==> config.mk <==
export PLATFORM = sky130hd
export DESIGN_NAME = beep_scheduler
export DESIGN_NICKNAME = d
export VERILOG_FILES = /design/src/rtl/beep_pkg.sv /design/src/rtl/beep_pattern_gen.sv /design/src/rtl/beep_scheduler.sv
export SDC_FILE = /design/constraint.sdc
export NUM_CORES = 1
export LEC_CHECK = 0
export BUFFER_PORTS_ARGS = -buffer_cell sky130_fd_sc_hd__buf_4
export CAP_MARGIN = 20
export CORE_MARGIN = 4
export CORE_UTILIZATION = 65
export CTS_CLUSTER_SIZE = 12
export DETAILED_ROUTE_END_ITERATION = 6
export PLACE_DENSITY = 0.82
export SLEW_MARGIN = 20
export SYNTH_ARGS = -nofsm -noshare
export SYNTH_HDL_FRONTEND = slang
export SYNTH_SLANG_ARGS = --single-unit
==> constraint.sdc <==
create_clock -name clk_1khz -period 4.55 [get_ports clk_1khz]
set_input_delay 0.2275 -clock clk_1khz [delete_from_list [all_inputs] [get_ports clk_1khz]]
set_output_delay 0.2275 -clock clk_1khz [all_outputs]
set_load 0.01 [all_outputs]
==> src/rtl/beep_pkg.sv <==
// beep_pkg: shared state encoding, owner codes and pattern window constants
// for the buzzer scheduler.
package beep_pkg;

    typedef enum logic [2:0] {
        ST_IDLE,
        ST_CLICK,
        ST_CHIME,
        ST_ALARM,
        ST_SNOOZE
    } state_t;

    localparam logic [1:0] SRC_NONE  = 2'd0;
    localparam logic [1:0] SRC_CLICK = 2'd1;
    localparam logic [1:0] SRC_CHIME = 2'd2;
    localparam logic [1:0] SRC_ALARM = 2'd3;

    localparam logic [9:0] WIN_100   = 10'd100;
    localparam logic [9:0] WIN_200   = 10'd200;
    localparam logic [9:0] WIN_300   = 10'd300;
    localparam logic [9:0] WIN_400   = 10'd400;
    localparam logic [9:0] WIN_500   = 10'd500;
    localparam logic [9:0] FRAME_END = 10'd999;

    // SNOOZE still belongs to the alarm from the user's point of view
    function automatic logic [1:0] src_of(input state_t s);
        return (s == ST_ALARM || s == ST_SNOOZE) ? SRC_ALARM :
               (s == ST_CHIME) ? SRC_CHIME :
               (s == ST_CLICK) ? SRC_CLICK : SRC_NONE;
    endfunction

endpackage

==> src/rtl/beep_pattern_gen.sv <==
// beep_pattern_gen: combinational on/off gate and tone bit for the current
// sound, derived from the millisecond position and the free-running divider.
module beep_pattern_gen
    import beep_pkg::*;
(
    input  state_t     state,
    input  logic [9:0] ms_cnt,
    input  logic [1:0] tone_div,
    output logic       gate,
    output logic       tone
);

    always_comb begin
        gate = (state == ST_CLICK)
            || (state == ST_CHIME && ms_cnt < WIN_200)
            || (state == ST_ALARM && (ms_cnt < WIN_100
                || (ms_cnt >= WIN_200 && ms_cnt < WIN_300)
                || (ms_cnt >= WIN_400 && ms_cnt < WIN_500)));
        tone = (state == ST_CHIME) ? tone_div[1] : tone_div[0];
    end

endmodule

==> src/rtl/beep_scheduler.sv <==
// beep_scheduler: fixed-priority owner of the buzzer for alarm, hourly chime
// and key click, with per-source timing, rhythm, tone, snooze and stop.
module beep_scheduler
    import beep_pkg::*;
#(
    parameter int ALARM_SECS  = 30,
    parameter int CHIME_SECS  = 5,
    parameter int CLICK_MS    = 50,
    parameter int SNOOZE_SECS = 300,
    parameter int MAX_SNOOZE  = 3
) (
    input  logic       clk_1khz,
    input  logic       switch_clr,
    input  logic       alarm_enable,
    input  logic       alarm_req,
    input  logic       chime_req,
    input  logic       click_req,
    input  logic       snooze,
    input  logic       stop,
    output logic       beep,
    output logic [1:0] active_src,
    output logic       snoozed,
    output logic       busy
);

    localparam int SEC_AC  = (ALARM_SECS > CHIME_SECS) ? ALARM_SECS : CHIME_SECS;
    localparam int SEC_MAX = (SEC_AC > SNOOZE_SECS) ? SEC_AC : SNOOZE_SECS;
    localparam int SW      = $clog2(SEC_MAX + 1);
    localparam int CW      = $clog2(CLICK_MS + 1);
    localparam int NW      = $clog2(MAX_SNOOZE + 1);

    state_t          state_q, state_d;
    logic [9:0]      ms_cnt_q, ms_cnt_d;
    logic [SW-1:0]   sec_cnt_q, sec_cnt_d;
    logic [CW-1:0]   click_cnt_q, click_cnt_d;
    logic [NW-1:0]   snooze_cnt_q, snooze_cnt_d;
    logic [1:0]      tone_div_q, tone_div_d;
    logic            beep_q, beep_d;
    logic [1:0]      active_src_q, active_src_d;
    logic            snoozed_q, snoozed_d;
    logic            busy_q, busy_d;
    logic            load, frame_end, expire, snooze_ok, gate, tone;

    beep_pattern_gen u_pattern (
        .state    (state_q),
        .ms_cnt   (ms_cnt_q),
        .tone_div (tone_div_q),
        .gate     (gate),
        .tone     (tone)
    );

    always_comb begin
        frame_end    = ms_cnt_q == FRAME_END;
        expire       = frame_end && sec_cnt_q == SW'(1);
        snooze_ok    = snooze_cnt_q < NW'(MAX_SNOOZE);
        state_d      = state_q;
        snooze_cnt_d = snooze_cnt_q;
        load         = 1'b0;
        // first matching event wins; everything below it is dropped this cycle
        if (stop && state_q inside {ST_ALARM, ST_SNOOZE, ST_CHIME}) begin
            state_d      = ST_IDLE;
            snooze_cnt_d = '0;
            load         = 1'b1;
        end else if (!alarm_enable && state_q inside {ST_ALARM, ST_SNOOZE}) begin
            state_d      = ST_IDLE;
            snooze_cnt_d = '0;
            load         = 1'b1;
        end else if (snooze && state_q == ST_ALARM) begin
            state_d      = snooze_ok ? ST_SNOOZE : ST_IDLE;
            snooze_cnt_d = snooze_ok ? snooze_cnt_q + 1'b1 : '0;
            load         = 1'b1;
        end else if (alarm_req && alarm_enable && state_q != ST_SNOOZE) begin
            state_d = ST_ALARM;
            load    = 1'b1;
        end else if (chime_req && state_q inside {ST_IDLE, ST_CLICK}) begin
            state_d = ST_CHIME;
            load    = 1'b1;
        end else if (click_req && state_q inside {ST_IDLE, ST_CLICK}) begin
            state_d = ST_CLICK;
            load    = 1'b1;
        end else if (expire && state_q inside {ST_ALARM, ST_CHIME}) begin
            state_d      = ST_IDLE;
            snooze_cnt_d = (state_q == ST_ALARM) ? '0 : snooze_cnt_q;
            load         = 1'b1;
        end else if (expire && state_q == ST_SNOOZE) begin
            state_d = ST_ALARM;
            load    = 1'b1;
        end else if (state_q == ST_CLICK && click_cnt_q == CW'(CLICK_MS - 1)) begin
            state_d = ST_IDLE;
            load    = 1'b1;
        end
        ms_cnt_d     = (load || frame_end) ? '0 : ms_cnt_q + 10'd1;
        sec_cnt_d    = load ? ((state_d == ST_ALARM)  ? SW'(ALARM_SECS)  :
                               (state_d == ST_CHIME)  ? SW'(CHIME_SECS)  :
                               (state_d == ST_SNOOZE) ? SW'(SNOOZE_SECS) : '0) :
                       (frame_end && sec_cnt_q != '0) ? sec_cnt_q - 1'b1 : sec_cnt_q;
        click_cnt_d  = load ? '0 : (state_q == ST_CLICK) ? click_cnt_q + 1'b1 : click_cnt_q;
        tone_div_d   = tone_div_q + 2'd1;
        beep_d       = !load && gate && tone;
        active_src_d = src_of(state_d);
        snoozed_d    = state_d == ST_SNOOZE;
        busy_d       = state_d != ST_IDLE;
    end

    always_ff @(posedge clk_1khz or negedge switch_clr) begin
        if (!switch_clr) begin
            state_q      <= ST_IDLE;
            ms_cnt_q     <= '0;
            sec_cnt_q    <= '0;
            click_cnt_q  <= '0;
            snooze_cnt_q <= '0;
            tone_div_q   <= '0;
            beep_q       <= 1'b0;
            active_src_q <= SRC_NONE;
            snoozed_q    <= 1'b0;
            busy_q       <= 1'b0;
        end else begin
            state_q      <= state_d;
            ms_cnt_q     <= ms_cnt_d;
            sec_cnt_q    <= sec_cnt_d;
            click_cnt_q  <= click_cnt_d;
            snooze_cnt_q <= snooze_cnt_d;
            tone_div_q   <= tone_div_d;
            beep_q       <= beep_d;
            active_src_q <= active_src_d;
            snoozed_q    <= snoozed_d;
            busy_q       <= busy_d;
        end
    end

    assign beep       = beep_q;
    assign active_src = active_src_q;
    assign snoozed    = snoozed_q;
    assign busy       = busy_q;

endmodule

# --- Yosys cells after proc, flatten, opt, wreduce, memory -nomap -nowiden ---
# Cells that the tools add are included.
word_totals:
  n_memories: 0
  reg_bits: 37
  latch_bits: 0
  word_cells: 115
  romBits: 0
  out_inout_bits: 5
  in_bits: 8
  mem_bits_rw: 0
op_classes:
  n_shift: 0
  bitwise_logic: 0
  order_cmp: 7
  addsub: 5
  eq_ne: 15
  n_reduce_logical: 38
  n_mul: 0
  mux: 40
  n_div: 0
ops:
  columns: ["cell", "count"]
  rows:
  - ["$mux 9", 5]
  - ["$mux 3", 10]
  - ["$mux 2", 11]
  - ["$lt 10x9->1 const B", 2]
  - ["$logic_and 1x1->1", 18]
  - ["$eq 3x2->1 const B", 4]
  - ["$mux 6", 2]
  - ["$ne 4x4->1 const B", 3]
  - ["$mux 1", 11]
  - ["$add 10x1->10 const B", 1]
  - ["$eq 10x10->1 const B", 1]
  - ["$ge 10x8->1 const B", 1]
  - ["$ge 10x9->1 const B", 1]
  - ["$lt 10x7->1 const B", 1]
  - ["$lt 10x8->1 const B", 1]
  - ["$mux 10", 1]
  - ["$reduce_bool 2->1", 5]
  - ["$eq 9x1->1 const B", 1]
  - ["$reduce_bool 9->1", 1]
  - ["$sub 9x1->9 const B", 1]
  - ["$reduce_bool 4->1", 2]
  - ["$add 6x1->6 const B", 1]
  - ["$eq 3x1->1 const B", 2]
  - ["$eq 3x3->1 const B", 2]
  - ["other kinds (9)", 17]

# --- Longest topological paths before layout ---
logic_depth:
  word_depth: 16
  depth_mapped: 9
  depth_no_buf: 8

# --- Modules after synthesis ---
# From an unflattened synthesis, not the netlist that was laid out.
unflattened:
  cells_unflattened: 226
  hier_area_um2: 2139.6
modules_own_cells:
  columns: ["mod", "n_inst", "seq_area_each_um2", "area_each_um2", "cells_per_inst"]
  rows:
  - ["beep_scheduler", 1, 925.9, 2001.9, 208]
  - ["beep_pattern_gen", 1, 0.0, 137.6, 18]

# --- Worst setup path after synthesis ---
# Ideal clock, no wire load.
synth_timing:
  kind: "reg-to-reg"
  start: "register ms_cnt_q[0]"
  end: "register active_src_q[0] (netlist: active_src[0])"
  arrival_ns: 2.099
  path_stages_with_launch: 9
  path_buffers: 1
  period_less_slack_ns: 2.248
  setup_ns: 0.149
  t_required_ns: 4.401
  path_slack_ns: 2.302
  cell_sequence: "dfrtp_1 -> ha_1 -> nand4b_4 -> or4_1 -> buf_2 -> o211a_1 -> a211o_1 -> o211ai_2 -> o31ai_1"
synth_via:
  elab_chain_len: 15
  word_cells_on_any_way: 20
  cone_classes: "5 x eq/ne; 11 x mux; 4 x reduce/logical"
synth_lines:
  columns: ["item", "line_no", "rtl"]
  rows:
  - ["start: declaration", "beep_scheduler.sv:33", "logic [9:0] ms_cnt_q, ms_cnt_d;"]
  - ["start signal: assignment", "beep_scheduler.sv:119", "ms_cnt_q <= ms_cnt_d;"]
  - ["$eq 10x10->1 (*)", "beep_scheduler.sv:53", "frame_end = ms_cnt_q == FRAME_END;"]
  - ["$logic_and 1x1->1 (*)", "beep_scheduler.sv:54", "expire = frame_end && sec_cnt_q == SW'(1);"]
  - ["$logic_and 1x1->1", "beep_scheduler.sv:85", "end else if (expire && state_q == ST_SNOOZE) begin"]
  - ["$mux 3", "beep_scheduler.sv:85", null]
  - ["$mux 3 (*)", "beep_scheduler.sv:81", "end else if (expire && state_q inside {ST_ALARM, ST_CHIME}) begin"]
  - ["$mux 3 (*)", "beep_scheduler.sv:78", "end else if (click_req && state_q inside {ST_IDLE, ST_CLICK}) begin"]
  - ["$mux 3 (*)", "beep_scheduler.sv:75", "end else if (chime_req && state_q inside {ST_IDLE, ST_CLICK}) begin"]
  - ["$mux 3 (*)", "beep_scheduler.sv:72", "end else if (alarm_req && alarm_enable && state_q != ST_SNOOZE) begin"]
  - ["$mux 3 (*)", "beep_scheduler.sv:68", "end else if (snooze && state_q == ST_ALARM) begin"]
  - ["$mux 3 (*)", "beep_scheduler.sv:64", "end else if (!alarm_enable && state_q inside {ST_ALARM, ST_SNOOZE}) begin"]
  - ["$mux 3 (*)", "beep_scheduler.sv:60", "if (stop && state_q inside {ST_ALARM, ST_SNOOZE, ST_CHIME}) begin"]
  - ["$eq 3x1->1", "beep_pkg.sv:29", "(s == ST_CLICK) ? SRC_CLICK : SRC_NONE;"]
  - ["$mux 1", "beep_pkg.sv:29", null]
  - ["$mux 2", "beep_pkg.sv:28", "(s == ST_CHIME) ? SRC_CHIME :"]
  - ["$mux 2 (*)", "beep_pkg.sv:27", "return (s == ST_ALARM || s == ST_SNOOZE) ? SRC_ALARM :"]
  - ["net active_src_d[0]", "beep_scheduler.sv:39", "logic [1:0] active_src_q, active_src_d;"]
  - ["end signal: assignment", "beep_scheduler.sv:125", "active_src_q <= active_src_d;"]
  - ["end: declaration", "beep_scheduler.sv:39", null]
# The timed path passes the listed nets; every way through them passes the cells marked *.
# A chain may end at the register's enable or synchronous reset.

# --- Worst setup path after layout ---
layout_timing:
  start: "register ms_cnt_q[0]"
  end: "register snooze_cnt_q[0]"
layout_via:
  elab_chain_len: 5
layout_lines:
  columns: ["item", "line_no", "rtl"]
  rows:
  - ["$eq 10x10->1", "beep_scheduler.sv:53", null]
  - ["$logic_and 1x1->1", "beep_scheduler.sv:54", null]
  - ["$logic_and 1x1->1", "beep_scheduler.sv:81", null]
  - ["$reduce_bool 4->1 (no source line)", null, null]
  - ["$reduce_and 5->1 (no source line)", null, null]
  - ["end signal: assignment", "beep_scheduler.sv:122", "snooze_cnt_q <= snooze_cnt_d;"]
  - ["end: declaration", "beep_scheduler.sv:36", "logic [NW-1:0] snooze_cnt_q, snooze_cnt_d;"]
# No other way between the ends.

==> out/qor.yml <==
outcome:
  run_status: "completed"
worst_setup_path:
  worst_setup_path_end_kind: "flop"
  critPathMaxFanout: 8
  arrival_ns: 2.99
  crit_chain: "ha_1 -> nand4b_4 -> nor4_2 -> nand4_1 -> a31oi_1 -> o211ai_2 -> o31ai_1"
  crit_path_max_incr_delay_ns: 0.56
  cp-start-kind: "flop"
  criticalPathCategory: "reg2reg"
  cpMaxStageDelayCell: "nor4_2"
  cp.required_ns: 4.82
logic_synthesis:
  yosys_warnings: 0
  synth_top_family_by_area: "simple AND/OR/NAND/NOR gates"
  syn_area_um2: 2190
  synthArstFlopShare_pct: 100
  synth-main-ff-cell: "dfrtp_1"
  synth-edff-count: 0
  yosysTopAreaCellShare_pct: 42.2
  avgSynthCellArea_um2: 9.63
  synth_compound_gate_area_share_pct: 13.7
  yosysUniqueCellTypes: 56
  synth-adder-area-share_pct: 4.56
  ys_seq_area_share_pct: 42.2
  synthCells: 228
  synth_area_leader_cell: "dfrtp_1"
  ys_ff_latch: 37
  ys_top_cells_by_area: "dfrtp_1 42%, nor2_1 4.8%, ha_1 4.6%, xnor2_1 4.4%, xor2_1 3.6%"
  synth_nets: 244
  synth-simple-area-share_pct: 24.5
  synth_xor_area_share_pct: 7.98
  synth.area.mux_share_pct: 0.912
finish:
  fin_nets: 250
  multi_input_area_um2: 1130
  diodes: 0
  fill_cells: 242
  drive_above_1_share_pct: 14.0
  regArea_um2: 926
  fin_cells: 279
  synthToLayoutAreaGrowth_pct: 5.30
placement:
  dpl.cell_count: 270
  gp_congestion: 0.951
  dp_slack_ns: 1.88
  portBuffers: 12
  hpwlAfterDp_um: 3250
detailed_routing:
  drt_pass1_iterations: 4
  wl_per_cell_um: 16.0
  drc_errors: 0
  wirelength_um: 4460
  drt_iter0_markers: 253
  via_per_inst: 6.16
  vias: 1718
  ant_nets: 0
sta:
  timing.fmax_ghz: 0.367
  final.min_clock_period_ns: 2.72
  final_max_slew_viol_count: 0
  min_period_over_period_pct: 59.8
  holdWs_ns: 0.330
  max_slew_margin_pct: 47.5
  setup_ws_ns: 1.83
  skew_ns: 0.0157
  rsz0062_at_grt: "false"
  worst_pin_slew_ns: 0.781
  setup_viol: 0
  finalHoldViolations: 0
  tns_ns: 0
clock_tree:
  insertion_delay_ns: 0.35
  cts_max_level: 2
  cts.sinks: 37
  cts_tree: "done"
  max-clock-path-buffers: 2
  cts_buffers: 5
  ctsResizeCount: 0
  root_buffer: "clkbuf_4"
  clkSlewWorstSetupHoldPaths_ns: 0.12
job:
  drv_cap: 0
global_routing:
  grt_antenna_before_repair: 0
  track_usage_pct: 23.4
  grt_max_degree: 38
  grt_first_pass_wirelength_um: 7780
  grt_pass1_vias: 1673
  grt.overflow.total: 0
floorplan:
  start_util_pct: 69.6
  die_area_um2: 4370
  io_pins: 13
  core_area_um2: 3150
  die_x_um: 66.1
  rows: 20
  die_h_um: 66.1
power_and_ir_drop:
  vdd_drop_max_mv: 0.356
  leakage_nw: 1.07
  powerDensity_nw_per_um2: 522
worst_hold_path:
  holdCritPathClass: "in2reg"
[sequential cells by signal, summed over array words and instances, names as in the netlist]
signal	flops
busy	1
snoozed	1
state_q	3
active_src	2
tone_div_q	2
click_cnt_q	6
beep	1
snooze_cnt_q	2
sec_cnt_q	9
ms_cnt_q	10
[metrics by stage]
step                      util, %  power, mW  area (um2)
after detailed placement     71.3       1.03        2250
final                        73.3       1.21        2310
after floorplan                 -      0.912        2190
after global placement       71.3       1.00        2250
after global routing         73.3       1.29        2310
after CTS                    73.3       1.20        2310
[Yosys cell counts (4+ instances only)]
library cell,number
and3_1,4
nand2_1,13
nor2_1,28
xnor2_1,11
o31ai_1,4
buf_2,6
nand4_1,5
xor2_1,9
a31oi_1,4
nor4_1,5
dfrtp_1,37
nor3_1,4
ha_1,8
inv_1,11
nand3_1,11
a21oi_1,7
[placed cells by master (no fill, tap or decap), types with 5 or more instances in the layout]
| cell | instances |
|---|---|
| nor2_1 | 28 |
| a21oi_1 | 7 |
| nor4_1 | 5 |
| nand3_1 | 11 |
| dfrtp_1 | 37 |
| xnor2_1 | 11 |
| xor2_1 | 9 |
| inv_1 | 11 |
| nand4_1 | 5 |
| clkbuf_4 | 5 |
| nand2_1 | 13 |
| buf_4 | 12 |
| ha_1 | 8 |
[kinds of logic (layout without fill, tap and decap cells)]
group,after synthesis,after routing
xor+xnor,20,20
mux,2,2
compound gates,40,40
flops,37,37
simple gates,95,95
fa+ha+maj,8,8
buf+inv,26,33
[power by group]
group          internal [mW]  switching (mW)  total [mW]
Combinational          0.216           0.333       0.549
Sequential             0.402          0.0847       0.487
Clock                 0.0589           0.111       0.170
Total                  0.677           0.530        1.21
[final timing paths]
kind | slack [ns] | start | end | cells past startpoint
setup reg to reg | 1.83 | ms_cnt_q[0] | snooze_cnt_q[0] | 7
setup / recovery | 1.83 | ms_cnt_q[0] | snooze_cnt_q[0] | 7
min in group asynchronous | 0.34 | switch_clr | state_q[2] | 2
max in group asynchronous | 3.86 | switch_clr | ms_cnt_q[2] | 2
hold reg to reg | 0.49 | tone_div_q[0] | tone_div_q[0] | 1
hold / removal | 0.33 | snooze | snooze_cnt_q[1] | 3
[critical path: cells and delay by family (launching register included)]
kind / cells / cell delay, ns
AOI/OAI and AO/OA: 3 / 1.07
and+or+nand+nor: 3 / 0.86
DFF: 1 / 0.43
adders and majority gates: 1 / 0.28
[metal layers]
metal	wire length [um]	vias to the layer above	track usage, %
li1	-	824	-
met1	1960	824	31.2
met2	2190	61	37.5
met3	254	9	5.10
met4	56	0	7.87
met5	0	-	0
[area by class of cell]
cell class                 count  share of cell area [%]
multi-input combinational    165                    49.1
sequential                    37                    40.1
timing repair buffer          13                    4.33
tap                           44                    2.38
inverter                      12                    1.95
clock buffer                   6                    1.79
clock inverter                 2                   0.433
[timing repair]
item	4_1_cts	5_1_grt
buffers inserted	0	0
hold buffers	1	0
endpoints found under the hold margin	37	0
(Power assumes the default switching activity.)
